**src/rtl/present_pkg.sv**
```systemverilog
// rtl/present_pkg.sv - shared PRESENT constants and sequencer state type
// Contents: STATE_W (cipher state width), NIB_N (nibbles per state),
//           seq_state_t (substitution-layer sequencer states).
package present_pkg;
  localparam int STATE_W = 64;
  localparam int NIB_N   = 16;

  typedef enum logic [1:0] {
    IDLE = 2'd0,
    SUB  = 2'd1,
    HOLD = 2'd2
  } seq_state_t;
endpackage

```
**src/rtl/sbox_layer_seq_if.sv**
```systemverilog
// rtl/sbox_layer_seq_if.sv - state stream and key-request bundle of the sbox layer sequencer
// Signals: in_valid_i/in_ready_o/state_i (state in), out_valid_o/out_ready_i/state_o
//          (state out), key_req_i/key_nib_i/key_ack_o/key_nib_o (key-schedule lane 0
//          sharing), busy_o (layer in flight). master drives inputs, slave is the block.
interface sbox_layer_seq_if;
  import present_pkg::*;

  logic               in_valid_i;
  logic               in_ready_o;
  logic [STATE_W-1:0] state_i;
  logic               out_valid_o;
  logic               out_ready_i;
  logic [STATE_W-1:0] state_o;
  logic               key_req_i;
  logic [3:0]         key_nib_i;
  logic               key_ack_o;
  logic [3:0]         key_nib_o;
  logic               busy_o;

  modport master (
    output in_valid_i, state_i, out_ready_i, key_req_i, key_nib_i,
    input  in_ready_o, out_valid_o, state_o, key_ack_o, key_nib_o, busy_o
  );

  modport slave (
    input  in_valid_i, state_i, out_ready_i, key_req_i, key_nib_i,
    output in_ready_o, out_valid_o, state_o, key_ack_o, key_nib_o, busy_o
  );
endinterface

```
**src/rtl/sbox.sv**
```systemverilog
// rtl/sbox.sv - PRESENT 4-bit S-box
// Ports: nib (input nibble), img (substituted nibble).
module sbox (
  input  logic [3:0] nib,
  output logic [3:0] img
);
  always_comb begin
    img = 4'h0;
    case (nib)
      4'h0: img = 4'hC;
      4'h1: img = 4'h5;
      4'h2: img = 4'h6;
      4'h3: img = 4'hB;
      4'h4: img = 4'h9;
      4'h5: img = 4'h0;
      4'h6: img = 4'hA;
      4'h7: img = 4'hD;
      4'h8: img = 4'h3;
      4'h9: img = 4'hE;
      4'hA: img = 4'hF;
      4'hB: img = 4'h8;
      4'hC: img = 4'h4;
      4'hD: img = 4'h7;
      4'hE: img = 4'h1;
      4'hF: img = 4'h2;
      default: img = 4'h0;
    endcase
  end
endmodule

```
**src/rtl/sbox_layer_seq_lanes.sv**
```systemverilog
// rtl/sbox_layer_seq_lanes.sv - NIBBLES_PER_CYCLE shared S-box lanes with key mux on lane 0
// Ports: lane_in/lane_out (one group of layer nibbles), key_sel (lane 0 serves the key
//        schedule this cycle), key_nib (key-schedule nibble). Lane 0 output doubles as
//        the key result.
module sbox_layer_seq_lanes #(
  parameter int NIBBLES_PER_CYCLE = 4
) (
  input  logic [4*NIBBLES_PER_CYCLE-1:0] lane_in,
  input  logic                           key_sel,
  input  logic [3:0]                     key_nib,
  output logic [4*NIBBLES_PER_CYCLE-1:0] lane_out
);
  logic [3:0] lane0_in;

  assign lane0_in = key_sel ? key_nib : lane_in[3:0];

  for (genvar i = 0; i < NIBBLES_PER_CYCLE; i++) begin : g_lane
    if (i == 0) begin : g_shared
      sbox u_sbox (.nib(lane0_in), .img(lane_out[3:0]));
    end else begin : g_layer
      sbox u_sbox (.nib(lane_in[4*i +: 4]), .img(lane_out[4*i +: 4]));
    end
  end
endmodule

```
**src/rtl/sbox_layer_seq.sv**
```systemverilog
// rtl/sbox_layer_seq.sv - PRESENT substitution-layer sequencer, one nibble group per cycle
// Ports: clk_i (rising-edge clock), rst_i (async active-high reset),
//        bus (sbox_layer_seq_if.slave: state in/out handshakes, key lane sharing, busy).
module sbox_layer_seq
  import present_pkg::*;
#(
  parameter int NIBBLES_PER_CYCLE = 4
) (
  input  logic              clk_i,
  input  logic              rst_i,
  sbox_layer_seq_if.slave   bus
);
  localparam int P      = NIBBLES_PER_CYCLE;
  localparam int G      = NIB_N / P;
  localparam int GRP_W  = (G > 1) ? $clog2(G) : 1;
  localparam int LANE_W = 4 * P;

  seq_state_t         state_q, state_d;
  logic [STATE_W-1:0] work_q;
  logic [GRP_W-1:0]   grp_q;
  logic               last_key_q;

  logic               key_ack;
  logic               layer_step;
  logic               last_grp;
  logic               in_ready, out_valid, busy;
  logic [LANE_W-1:0]  lane_in, lane_out;

  // Key is refused only right after a granted key cycle in SUB, so the
  // layer gets at least every other cycle under a continuous request.
  assign key_ack    = bus.key_req_i & ~((state_q == SUB) & last_key_q);
  assign layer_step = (state_q == SUB) & ~key_ack;
  assign last_grp   = (grp_q == GRP_W'(G - 1));
  assign lane_in    = work_q[grp_q*LANE_W +: LANE_W];

  sbox_layer_seq_lanes #(.NIBBLES_PER_CYCLE(P)) u_lanes (
    .lane_in (lane_in),
    .key_sel (key_ack),
    .key_nib (bus.key_nib_i),
    .lane_out(lane_out)
  );

  always_ff @(posedge clk_i or posedge rst_i) begin
    if (rst_i) begin
      state_q <= IDLE;
    end else begin
      state_q <= state_d;
    end
  end

  always_comb begin
    state_d   = state_q;
    in_ready  = 1'b0;
    out_valid = 1'b0;
    busy      = 1'b0;
    case (state_q)
      IDLE: begin
        in_ready = 1'b1;
        if (bus.in_valid_i) state_d = SUB;
      end
      SUB: begin
        busy = 1'b1;
        if (layer_step && last_grp) state_d = HOLD;
      end
      HOLD: begin
        busy      = 1'b1;
        out_valid = 1'b1;
        if (bus.out_ready_i) state_d = IDLE;
      end
      default: state_d = IDLE;
    endcase
  end

  always_ff @(posedge clk_i or posedge rst_i) begin
    if (rst_i) begin
      work_q     <= '0;
      grp_q      <= '0;
      last_key_q <= 1'b0;
    end else begin
      last_key_q <= (state_q == SUB) ? key_ack : 1'b0;
      if (state_q == IDLE && bus.in_valid_i) begin
        work_q <= bus.state_i;
        grp_q  <= '0;
      end else if (layer_step) begin
        work_q[grp_q*LANE_W +: LANE_W] <= lane_out;
        // Wrap to 0 on the last group so the part-select never leaves work.
        grp_q <= last_grp ? '0 : grp_q + GRP_W'(1);
      end
    end
  end

  assign bus.in_ready_o  = in_ready;
  assign bus.out_valid_o = out_valid;
  assign bus.busy_o      = busy;
  assign bus.state_o     = work_q;
  assign bus.key_ack_o   = key_ack;
  assign bus.key_nib_o   = lane_out[3:0];
endmodule

```
**src/flat_wrapper.sv**
```systemverilog
// flat-port wrapper written by rule: the top's interface ports become plain ports
module sbox_layer_seq_flat import present_pkg::*;
#(
  parameter int NIBBLES_PER_CYCLE = 4
)
  (clk_i, rst_i, bus_in_valid_i, bus_state_i, bus_out_ready_i, bus_key_req_i, bus_key_nib_i, bus_in_ready_o, bus_out_valid_o, bus_state_o, bus_key_ack_o, bus_key_nib_o, bus_busy_o);
  sbox_layer_seq_if bus_i ();
  input  logic clk_i;
  input  logic rst_i;
  input wire logic [$bits(bus_i.in_valid_i)-1:0] bus_in_valid_i;
  input wire logic [$bits(bus_i.state_i)-1:0] bus_state_i;
  input wire logic [$bits(bus_i.out_ready_i)-1:0] bus_out_ready_i;
  input wire logic [$bits(bus_i.key_req_i)-1:0] bus_key_req_i;
  input wire logic [$bits(bus_i.key_nib_i)-1:0] bus_key_nib_i;
  output wire logic [$bits(bus_i.in_ready_o)-1:0] bus_in_ready_o;
  output wire logic [$bits(bus_i.out_valid_o)-1:0] bus_out_valid_o;
  output wire logic [$bits(bus_i.state_o)-1:0] bus_state_o;
  output wire logic [$bits(bus_i.key_ack_o)-1:0] bus_key_ack_o;
  output wire logic [$bits(bus_i.key_nib_o)-1:0] bus_key_nib_o;
  output wire logic [$bits(bus_i.busy_o)-1:0] bus_busy_o;
  assign bus_i.in_valid_i = bus_in_valid_i;
  assign bus_i.state_i = bus_state_i;
  assign bus_i.out_ready_i = bus_out_ready_i;
  assign bus_i.key_req_i = bus_key_req_i;
  assign bus_i.key_nib_i = bus_key_nib_i;
  assign bus_in_ready_o = bus_i.in_ready_o;
  assign bus_out_valid_o = bus_i.out_valid_o;
  assign bus_state_o = bus_i.state_o;
  assign bus_key_ack_o = bus_i.key_ack_o;
  assign bus_key_nib_o = bus_i.key_nib_o;
  assign bus_busy_o = bus_i.busy_o;
  sbox_layer_seq #(.NIBBLES_PER_CYCLE(NIBBLES_PER_CYCLE)) u_core (.clk_i(clk_i), .rst_i(rst_i), .bus(bus_i));
endmodule
```
**config.mk**
```make
export PLATFORM = sky130hd
export DESIGN_NAME = sbox_layer_seq_flat
export DESIGN_NICKNAME = d
export VERILOG_FILES = /design/src/rtl/present_pkg.sv /design/src/rtl/sbox_layer_seq_if.sv /design/src/rtl/sbox.sv /design/src/rtl/sbox_layer_seq_lanes.sv /design/src/rtl/sbox_layer_seq.sv /design/src/flat_wrapper.sv
export SDC_FILE = /design/constraint.sdc
export NUM_CORES = 1
export LEC_CHECK = 0
export ABC_AREA = 1
export CAP_MARGIN = 20
export CORE_UTILIZATION = 48
export CTS_CLUSTER_SIZE = 25
export DETAILED_ROUTE_END_ITERATION = 12
export PLACE_DENSITY = 0.81
export SYNTH_ARGS = -nofsm -noshare
export SYNTH_HDL_FRONTEND = slang
export SYNTH_SLANG_ARGS = --single-unit
```
**constraint.sdc**
```tcl
create_clock -name clk_i -period 2.64 [get_ports clk_i]
set_input_delay 0.528 -clock clk_i [delete_from_list [all_inputs] [get_ports clk_i]]
set_output_delay 0.528 -clock clk_i [all_outputs]
set_load 0.02 [all_outputs]
```
# After elaboration in Yosys (flattened, before gate mapping)
# Memory sizes are Yosys's and may differ from the RTL's.
# Index checks and enable logic that the tools add are counted.
[op_classes] n_addsub=2 eq_ne=6 n_shift=3 mux=15 bitwise_logic=5 reduce_logical=6
[op_table] op="64-bit 2-to-1 mux" count=2
[op_table] op="64-bit bitwise mux" count=1
[op_table] op="16-bit by 34-bit variable shift with 64-bit output, first input constant" count=1
[op_table] op="16-bit by 34-bit indexed part select with 64-bit output" count=1
[op_table] op="64-bit by 7-bit indexed part select with 16-bit output" count=1
[op_table] op="6-bit negator with 34-bit output" count=1
[op_table] op="2-bit 2-to-1 mux" count=6
[op_table] op="2-bit != test, second input constant" count=3
[op_table] op="2-bit case mux with 3 select lines" count=1
[op_table] op="2-bit equality test, second input constant" count=2
[op_table] op="1-bit 2-to-1 mux" count=4
[op_table] op="4-bit 2-to-1 mux" count=1
[op_table] op="1-bit bitwise AND" count=3
[op_table] op="3-bit AND reduction" count=1
[op_table] op="2-bit by 1-bit adder with 2-bit output, second input constant" count=1
[op_table] op="2-bit by 1-bit equality test with 1-bit output, second input constant" count=1
[op_table] op="1-bit logical AND" count=2
[op_table] op="2-bit logical NOT" count=1
[op_table] op="1-bit inverter" count=2
[op_table] op="2-bit nonzero test" count=1
[op_table] op="2-bit OR reduction" count=1
[word_totals] register_bits=69 rom_bits=256 in_bits=73 output_inout_bits=72 elab_cells=45 mem_count=4
[mem_list] name="(no name shown)" words=16 width=4 read_ports=1 rd_clocked_by_memory_dff=0 wr=0 line_no="sbox.sv:9" source="case (nib)"
[mem_list] name="(no name shown)" words=16 width=4 read_ports=1 rd_clocked_by_memory_dff=0 wr=0 line_no="sbox.sv:9"
[mem_list] name="(no name shown)" words=16 width=4 read_ports=1 rd_clocked_by_memory_dff=0 wr=0 line_no="sbox.sv:9"
[mem_list] name="(no name shown)" words=16 width=4 read_ports=1 rd_clocked_by_memory_dff=0 wr=0 line_no="sbox.sv:9"

# Logic depth before layout (Yosys ltp)
# An unclocked memory read counts as a cell.
[depth] ltp_word=10 mapped_depth=16 mapped_depth_nobuf=15

# By module
# From an unflattened synthesis, not the netlist that was laid out.
[unflattened] hier_cells=794 area_unflattened_um2=5233.8
[by_module_without_submodules] module="sbox_layer_seq" instances=1 cells_each=627 area_each_um2=4334.2 seq_area_each_um2=1726.7
[by_module_without_submodules] module="sbox (u_core.u_lanes.g_lane[1].g_layer.u_sbox ...)" instances=3 cells_each=39 area_each_um2=214.0 seq_area_each_um2=0.0
[by_module_without_submodules] module="sbox (u_core.u_lanes.g_lane[0].g_shared.u_sbox)" instances=1 cells_each=37 area_each_um2=209.0 seq_area_each_um2=0.0
[by_module_without_submodules] module="sbox_layer_seq_lanes" instances=1 cells_each=13 area_each_um2=48.8 seq_area_each_um2=0.0

# Least setup slack after synthesis
# No wires, ideal clock.
[synth_path] path_type="reg2out" from="register u_core.state_q[0]" to="output port bus_key_nib_o[0]" arrival_time_ns=1.983 required_ns=2.112 path_slack_ns=0.129 stages_incl_launch_ff=11 path_buffers=0 path_cell_list="dfrtp_1 -> ha_1 -> nand2_1 -> nand2_4 -> or2_2 -> nand2_1 -> inv_1 -> ha_1 -> nand2_1 -> nand3_1 -> nand2_1"
[synth_via] elab_chain_cells=6
[synth_lines] element="start: declaration" line_no="sbox_layer_seq.sv:18" source="seq_state_t state_q, state_d;"
[synth_lines] element="start signal: assignment" line_no="sbox_layer_seq.sv:47" source="state_q <= state_d;"
[synth_lines] element="2-bit by 1-bit equality test with 1-bit output" line_no="sbox_layer_seq.sv:31" source="assign key_ack = bus.key_req_i & ~((state_q == SUB) & last_key_q);"
[synth_lines] element="1-bit bitwise AND" line_no="sbox_layer_seq.sv:31"
[synth_lines] element="1-bit inverter" line_no="sbox_layer_seq.sv:31"
[synth_lines] element="1-bit bitwise AND" line_no="sbox_layer_seq.sv:31"
[synth_lines] element="4-bit 2-to-1 mux" line_no="sbox_layer_seq_lanes.sv:15" source="assign lane0_in = key_sel ? key_nib : lane_in[3:0];"
[synth_lines] element="memory 16 x 4 bit"
[synth_lines] element="end: declaration" line_no="flat_wrapper.sv:19" source="output wire logic [$bits(bus_i.key_nib_o)-1:0] bus_key_nib_o;"
# Every way passes these cells.

# Worst setup path in the final report
[layout_path] from="register u_core.state_q[0]" to="output port bus_key_nib_o[1]"
# The elaborated chain is that of the path after synthesis.

==> reports/results.ini <==
[worst_setup_path]
worst_setup_path_end_kind=output port
cp_data_arrival_time_ps=2140
crit_chain=ha_4, nand2_4, nand2_4, buf_6, or2_2, nand2_4, nand2_2, nand2_1, nand2_2, nand2_2, inv_1, buf_6
rrSetupSlack_ps=270
worst_path_largest_cell_delay_ps=410
crit_path_start_kind=flop
path_class=flop to output port
critPathTopFamily=simple AND/OR/NAND/NOR gates
reg2reg_depth=11
path_buf_inv=3
critPathSlowestCell=dfrtp_1
critical_path_required_ps=2110
r2r-end=u_core.bus.state_o[33]
r2r-start=u_core.state_q[0]
cp_max_fo=6

[die]
core_sq_um=9730
die_area_sq_um=10400
dieHeight_um=102
die_x_um=102
row_count=36
start_util_pct=49.4
io_pins=145

[run_status]
violations=negative setup slack
status=complete, but fails checks

[sta]
fmax_ghz=0.375
timing.final.crit_period_ps=2660
worst_pin_slew_ps=520
finalHoldViolations=0
rsz0062_at_grt=yes
setup_viol=1
slew_viol_final=0
finalCritPeriodShare_pct=101
fin_ws_ps=-24.5
relSlewSlack_pct=65.3
worst_clock_skew_ps=16.0

[cts]
cts_buffers=9
hold_buffers=0
cts_tree=yes
path_clk_slew_ps=70
cts_buffer_depth=2
h-tree-depth=3
cts_root_buf=clkbuf_8
worstSkewPairLatency_ps=370
clock-sinks=69

[synth]
ys_types=34
syn_avg_cell_area_sq_um=7.20
synth-warning-count=0
ys_seq_elements=69
syn_area_sq_um=4810
synth_seq_area_share_pct=35.9
synth_cells=668
yosysTopAreaCellShare_pct=35.9
yosys-top-cells-area=dfrtp_1 36%, nand2_1 19%, nand3_1 13%, ha_1 7.3%, inv_1 4.1%
yosys.area.top_type=dfrtp_1
synth_nets=769

[pwr]
switching_share_pct=50.4
leakage_nw=3.33
p_seq_share_pct=19.9
power_density_nw_per_um2=1430
fin_total_pwr_mw=10.0
power_frac_comb_pct=69.2
p_int_mw=4.96
clock_power_share_pct=10.8
p_switching_mw=5.05
ir_drop_mv=0.718

[place]
place_inst=951
globalplace.congestion=0.882
dp_hpwl_mm=11.4
io_buffers=144

[drt]
vias=5419
routed_wl_mm=16.0
dr.pass1.iters=5
drtAntennaViolNets=0
vias_per_cell=5.55
drtIter0Drc=322
wire_per_inst_um=16.4
drc=0

[cells_and_area]
mostFrequentLayoutCells=232 x nand2_1, 138 x clkdlybuf4s50_1, 117 x nand3_1, 68 x dfrtp_1, 47 x inv_1
nNetsFinal=939
nFillCells=801
final_common_cell=nand2_1
area_delta_synth_final_pct=45.4
instances_no_fill=976
drive_gt1_share_pct=15.2
num_antenna_cells=0

[global_routing]
first_global_vias=5273
overflow=0
grt_max_degree=70
grt_pass1_wl_mm=25.9
grt_use_total_pct=32.2
grt_antenna_before_repair=0

[min_path]
holdPathStages=2
hold_class=flop to flop
hold_end=u_core.bus.state_o[37]
hold_start=u_core.bus.state_o[37]

[job]
cap_violations=0

## cell usage after synthesis
cell type / instances
a21oi_1: 10
a21oi_2: 1
a32o_1: 1
buf_1: 4
buf_2: 10
buf_4: 4
buf_6: 6
clkbuf_1: 10
dfrtp_1: 69
ha_1: 28
inv_1: 52
inv_2: 8
inv_4: 1
nand2_1: 244
nand2_2: 6
nand2_4: 2
nand3_1: 122
nand3_2: 1
nand3b_1: 1
nand4_1: 25
nor2_1: 6
nor2_2: 1
nor2_4: 2
nor2_8: 1
nor3_4: 1
nor4_4: 1
o211ai_1: 22
o21ai_0: 18
o21ai_1: 1
o21ai_2: 3
o21bai_1: 1
o221ai_1: 1
or2_2: 2
xor2_2: 3
## cell families after synthesis
kind of cell | synth area share, %
AO/OA/AOI/OAI | 7.72
XOR/XNOR | 1.01
adder cells (fa/ha/maj) | 7.28
buffers and inverters | 8.97
flip-flops | 35.9
AND/OR/NAND/NOR | 39.1
## metal layers
layer	vias to the layer above	track usage, %	share of wire (%)
met3	30	4.04	7.5
met4	0	13.3	2.3
met1	2549	42.0	41
met2	301	54.3	49
met5	-	0	0
li1	2539	-	-
## how the worst max path moves through the flow
stage                            startpoint                to  slack (ps)  cells after the start
after detailed placement      bus_key_req_i  bus_key_nib_o[3]        -640                     10
after global placement        bus_key_req_i  bus_key_nib_o[3]        -610                     10
after CTS                 u_core.state_q[1]  bus_key_nib_o[3]           3                     14
final                     u_core.state_q[0]  bus_key_nib_o[1]         -20                     12
after global routing      u_core.state_q[0]  bus_key_nib_o[1]         -90                     14
after floorplan           u_core.state_q[0]  bus_key_nib_o[0]         130                     10
## sequential cells by signal (all words and copies together) (netlist names)
| name | flops |
|---|---|
| u_core.bus.state_o | 64 |
| u_core.grp_q | 2 |
| u_core.state_q | 2 |
| u_core.last_key_q | 1 |
## worst register-to-register path, cell delays in order (launching register included)
cell	delay [ps]
dfrtp_1	410
buf_4	150
buf_4	130
buf_4	130
inv_1	70
ha_1	230
nand2_1	120
inv_2	270
a21oi_2	110
nor2_4	430
inv_1	90
o21bai_1	160
## power groups by stage
| stage | logic [mW] | registers, mW | clock network (mW) |
|---|---|---|---|
| final | 6.93 | 2.00 | 1.08 |
| after global routing | 7.59 | 2.05 | 1.12 |
| after CTS | 6.68 | 1.99 | 1.08 |
| after detailed placement | 6.50 | 1.99 | 0 |
| after global placement | 6.32 | 1.99 | 0 |
| after floorplan | 3.60 | 2.45 | 0 |
## stage by stage
step	utilization, %	hold WS (ps)	cell area (sq um)	setup TNS [ps]	setup slack, ps
after floorplan	-	507	4810	0	129
after global placement	67.3	513	6550	-2310	-615
after detailed placement	67.3	516	6550	-2390	-644
after CTS	70.7	535	6880	0	2.96
after global routing	71.9	557	6990	-276	-86.9
final	71.9	535	6990	-24.5	-24.5
## area by class of cell
type,instances,area (sq um),area share (%)
tap,133,166,2.38
inverter,61,236,3.38
multi-input combinational,504,2770,39.6
clock buffer,12,145,2.08
timing repair buffer,193,1850,26.5
sequential,69,1730,24.7
clock inverter,4,95.1,1.36
## repair_timing
item,4_1_cts,5_1_grt
endpoints found under the hold margin,0,0
resized for setup,41,22
endpoints found under the setup margin,5,4
pin swaps,10,9
setup buffers,4,5
Note: power is estimated with default switching activity, not from simulation.
==> edit 1: new RTL, same flow settings <==
`STATE_W`: 64 -> 72.
--- a/src/rtl/present_pkg.sv
+++ b/src/rtl/present_pkg.sv
@@ -2,7 +2,7 @@
 // Contents: STATE_W (cipher state width), NIB_N (nibbles per state),
 //           seq_state_t (substitution-layer sequencer states).
 package present_pkg;
-  localparam int STATE_W = 64;
+  localparam int STATE_W = 72;
   localparam int NIB_N   = 16;
 
   typedef enum logic [1:0] {
Ports: changed (resized bus_state_i and bus_state_o); port bits go from 145 to 161. The function was not compared with the original's and may differ.
==> edit 1 against the unedited design <==
  * Setup slack better by 28 ps
  * Final area up 13%
  * Die area up 12%
  * Register-to-register slack worse by 100 ps
  * Critical path type unchanged
  * Routed wire length up 17%
  * Sequential cell count up 8
  * Fmax up 1.1%
  * Synthesized area up 13%
  * Highest routed layer unchanged
Power is left out: the tool's default activity adds up to more than one toggle a clock period on the data nets, which glitch-free logic cannot reach.
==> edit 1: results <==
{
  "outcome": "completed",
  "worst_r2r_startpoint": "u_core.grp_q[0]",
  "yosysUniqueCellTypes": 35,
  "rr_endpoint": "u_core.bus.state_o[5]",
  "synth_xor_area_frac": 0.0111,
  "yosys-top-cells-area": "dfrtp_1 (36%), nand2_1 (15%), nand3_1 (9.2%), ha_1 (6.5%), inv_1 (3.8%)",
  "slew_headroom": 0.507,
  "cp_slowest_cell": "dfrtp_1",
  "synth_compound_area_frac": 0.119,
  "vias_per_cell": 5.71,
  "stdcell_count": 1060,
  "synthToLayoutAreaGrowth_pct": 46.3,
  "grt_usage": 0.325,
  "synthAdderAreaFrac": 0.0647,
  "wl_mm": 18.8,
  "crit_path_max_fanout": 7,
  "grt_pass1_wl_mm": 29.2,
  "synth_warnings": 0,
  "dp_hpwl_mm": 13.3,
  "clk-insertion-delay-late_ps": 340,
  "worst_clock_skew_ps": 5.14,
  "synthCells": 726,
  "ys_seq_area_frac": 0.356,
  "nets": 1025,
  "critPathMaxStageDelay_ps": 410,
  "synth_nets": 835,
  "htree_levels": 3,
  "hold_ws_ps": 496,
  "synthTopCellsByCount": "nand2_1 (222), nand3_1 (100), dfrtp_1 (77)",
  "nFillCells": 868,
  "numCtsBuffers": 9,
  "place_ws_ps": -572,
  "synth.mux.area_fraction": 0,
  "r2r_slack_ps": 170,
  "drtIter0Drc": 561,
  "r2r_cells": 12,
  "synthArstFlopShare": 1.00,
  "gp_congestion": 0.980,
  "path_delay_family": "simple AND/OR/NAND/NOR gates",
  "diodes": 0,
  "worstHoldEndpoint": "u_core.bus.state_o[70]",
  "drive_gt1_frac": 0.198,
  "port_buffers": 160,
  "largest_reg_flops": 72,
  "arrival_ps": 2110,
  "dr.pass1.iters": 5,
  "hold_start": "u_core.bus.state_o[70]",
  "grt_max_degree": 78,
  "grt_pass1_vias": 6094,
  "startpoint_type": "flip-flop",
  "postPlaceCellArea_sq_um": 7300,
  "cts_root_buffer": "clkbuf_16"
}
==> edit 1: cell count changes after synthesis, sizes merged, moves of 7 or more <==
cell   delta
o21ai     +8
inv       +7
dfrtp     +8
nand3    -14
nor2     +11
a21oi    +25
==> edit 1: routing by layer <==
metal / track usage / routed length (um) / vias up
met2: 0.561 / 9350 / 325
met5: 0 / 0 / -
met1: 0.375 / 7190 / 2883
met3: 0.0639 / 1410 / 67
met4: 0.185 / 829 / 0
li1: - / - / 2775
==> edit 1: logic make-up (layout without fill, tap and decap cells) <==
logic type / after synthesis / count (layout)
XOR/XNOR: 3 / 3
buffers and inverters: 108 / 302
AND/OR/NAND/NOR: 410 / 410
adder cells (fa/ha/maj): 28 / 28
flip-flops: 77 / 77
AO/OA/AOI/OAI: 100 / 100
==> edit 1: repair_timing <==
item | CTS | global route
cloned | 0 | 0
setup endpoints to repair | 4 | 4
setup buffers | 7 | 8
pin swaps | 11 | 14
gates resized for setup | 39 | 33
==> edit 1: how the worst max path moves through the flow <==
stage | start | end | slack, ps | cells after the start
global route | u_core.state_q[1] | bus_key_nib_o[1] | -50 | 14
CTS | u_core.state_q[0] | bus_key_nib_o[2] | 2 | 12
detailed placement | bus_key_req_i | bus_key_nib_o[0] | -570 | 10
global placement | bus_key_req_i | bus_key_nib_o[0] | -510 | 10
finish | u_core.state_q[0] | bus_key_nib_o[3] | 3 | 11
floorplan | rst_i | u_core.bus.state_o[0] | 150 | 1
==> edit 1: layout make-up <==
| class | instances | area share |
|---|---|---|
| clock buffers | 10 | 0.0289 |
| clock inverters | 5 | 0.0126 |
| inverters | 68 | 0.0335 |
| multi-input cells | 541 | 0.397 |
| flip-flops and latches | 77 | 0.243 |
| well taps | 140 | 0.0221 |
| repair buffers | 219 | 0.262 |
==> edit 2: new RTL, same settings <==
Made on the original files. The 3 states of `seq_state_t` get a one-hot encoding in 3 bits.
--- a/src/rtl/present_pkg.sv
+++ b/src/rtl/present_pkg.sv
@@ -5,10 +5,10 @@
   localparam int STATE_W = 64;
   localparam int NIB_N   = 16;
 
-  typedef enum logic [1:0] {
-    IDLE = 2'd0,
-    SUB  = 2'd1,
-    HOLD = 2'd2
+  typedef enum logic [2:0] {
+    IDLE = 3'b001,
+    SUB  = 3'b010,
+    HOLD = 3'b100
   } seq_state_t;
 endpackage
 
Function: same outputs for any inputs over 4 cycles, from zero or initial values and one cycle with rst_i high; so few cycles prove little.
==> edit 2 against the unedited design <==
  * Non-clock buffer count did not move
  * Final area increased by 1.3%
  * Setup slack improved by 53 ps
  * Routed wire length is 7.4% higher
  * Sequential share of layout area is 0.061 points higher
  * Critical endpoint is now bus_key_nib_o[0]
  * Via count increased by 1.9%
  * Clock skew fell by 6.0 ps
  * Combinational power grew 3.5%
  * Power grew 1.8%
  * Sequential power is 2% higher
  * Synthesized area grew 1.2%
  * Sequential cell count rose by 1
==> edit 2: results <==
{
  "ys_seq_area_frac": 0.360,
  "nets": 936,
  "yosys-top-cells-area": "dfrtp_1 (35%), nand2_1 (17%), nand3_1 (12%), ha_1 (6.2%), inv_1 (4.4%)",
  "nonClockInverterCount": 67,
  "yosysUniqueCellTypes": 36,
  "stdcell_count": 977,
  "r2r_slack_ps": 160,
  "grt_pass1_vias": 5480,
  "route.met2.wl_mm": 8.40,
  "drtIter0Drc": 408,
  "dp_hpwl_mm": 12.0,
  "wl_met3_mm": 1.49,
  "synthAdderAreaFrac": 0.0617,
  "hold_ws_ps": 394,
  "grt_util_met3": 0.0488,
  "worst_r2r_startpoint": "u_core.grp_q[0]",
  "outcome": "completed",
  "rr_endpoint": "u_core.bus.state_o[2]",
  "comb.multi_input.count": 498,
  "synth_nets": 767,
  "arrival_ps": 2080,
  "buf_share": 0.267,
  "min_period_ps": 2610,
  "synthTopCellsByCount": "nand2_1 (215), nand3_1 (116), dfrtp_1 (69)",
  "drive_gt1_frac": 0.167,
  "hp-class": "input port to asynchronous set/reset pin",
  "grt_pass1_wl_mm": 26.3,
  "grt_max_degree": 66,
  "vias_per_cell": 5.65,
  "placed_cells_incl_taps": 955,
  "gp_congestion": 0.946,
  "crit_end": "bus_key_nib_o[0]",
  "nFillCells": 808,
  "power.leakage_nw": 3.31,
  "r2r_cells": 9,
  "place_ws_ps": -618,
  "gr-usage-met1": 0.406,
  "synth.avg_cell_area_sq_um": 7.27,
  "postPlaceCellArea_sq_um": 6620,
  "synthToLayoutAreaGrowth_pct": 45.4,
  "wl_met1_mm": 6.69
}
edit 2: cell types whose count changed after synthesis, sizes merged, moves of 6 or more:
| cell | unedited run | this run |
|---|---|---|
| o211ai | 22 | 16 |
| o21ai | 22 | 34 |
| a21oi | 11 | 21 |
| nor2 | 10 | 16 |
| clkbuf | 10 | 4 |
| inv | 61 | 67 |
| buf | 24 | 31 |
| nand2 | 252 | 224 |
edit 2: timing repair:
item                       4_1_cts  5_1_grt
gates resized for setup         31       44
setup buffers                    2        4
setup endpoints to repair        4       30
pin swaps                        4       10
edit 2: power by group:
group,switching [mW],total (mW),internal (mW)
logic,4.38,7.17,2.79
registers,0.446,2.04,1.60
clock network,0.420,0.975,0.556
edit 2: critical path, stage by stage (launching register included):
cell and delay [ps]:
dfrtp_2 500, buf_6 150, nand2_2 50, nand3_2 70, nand2_2 60, nand2_2 90
nand2_4 90, ha_4 280, inv_2 40, nand2_2 80, nand3_1 110, nand2_2 100
buf_6 120
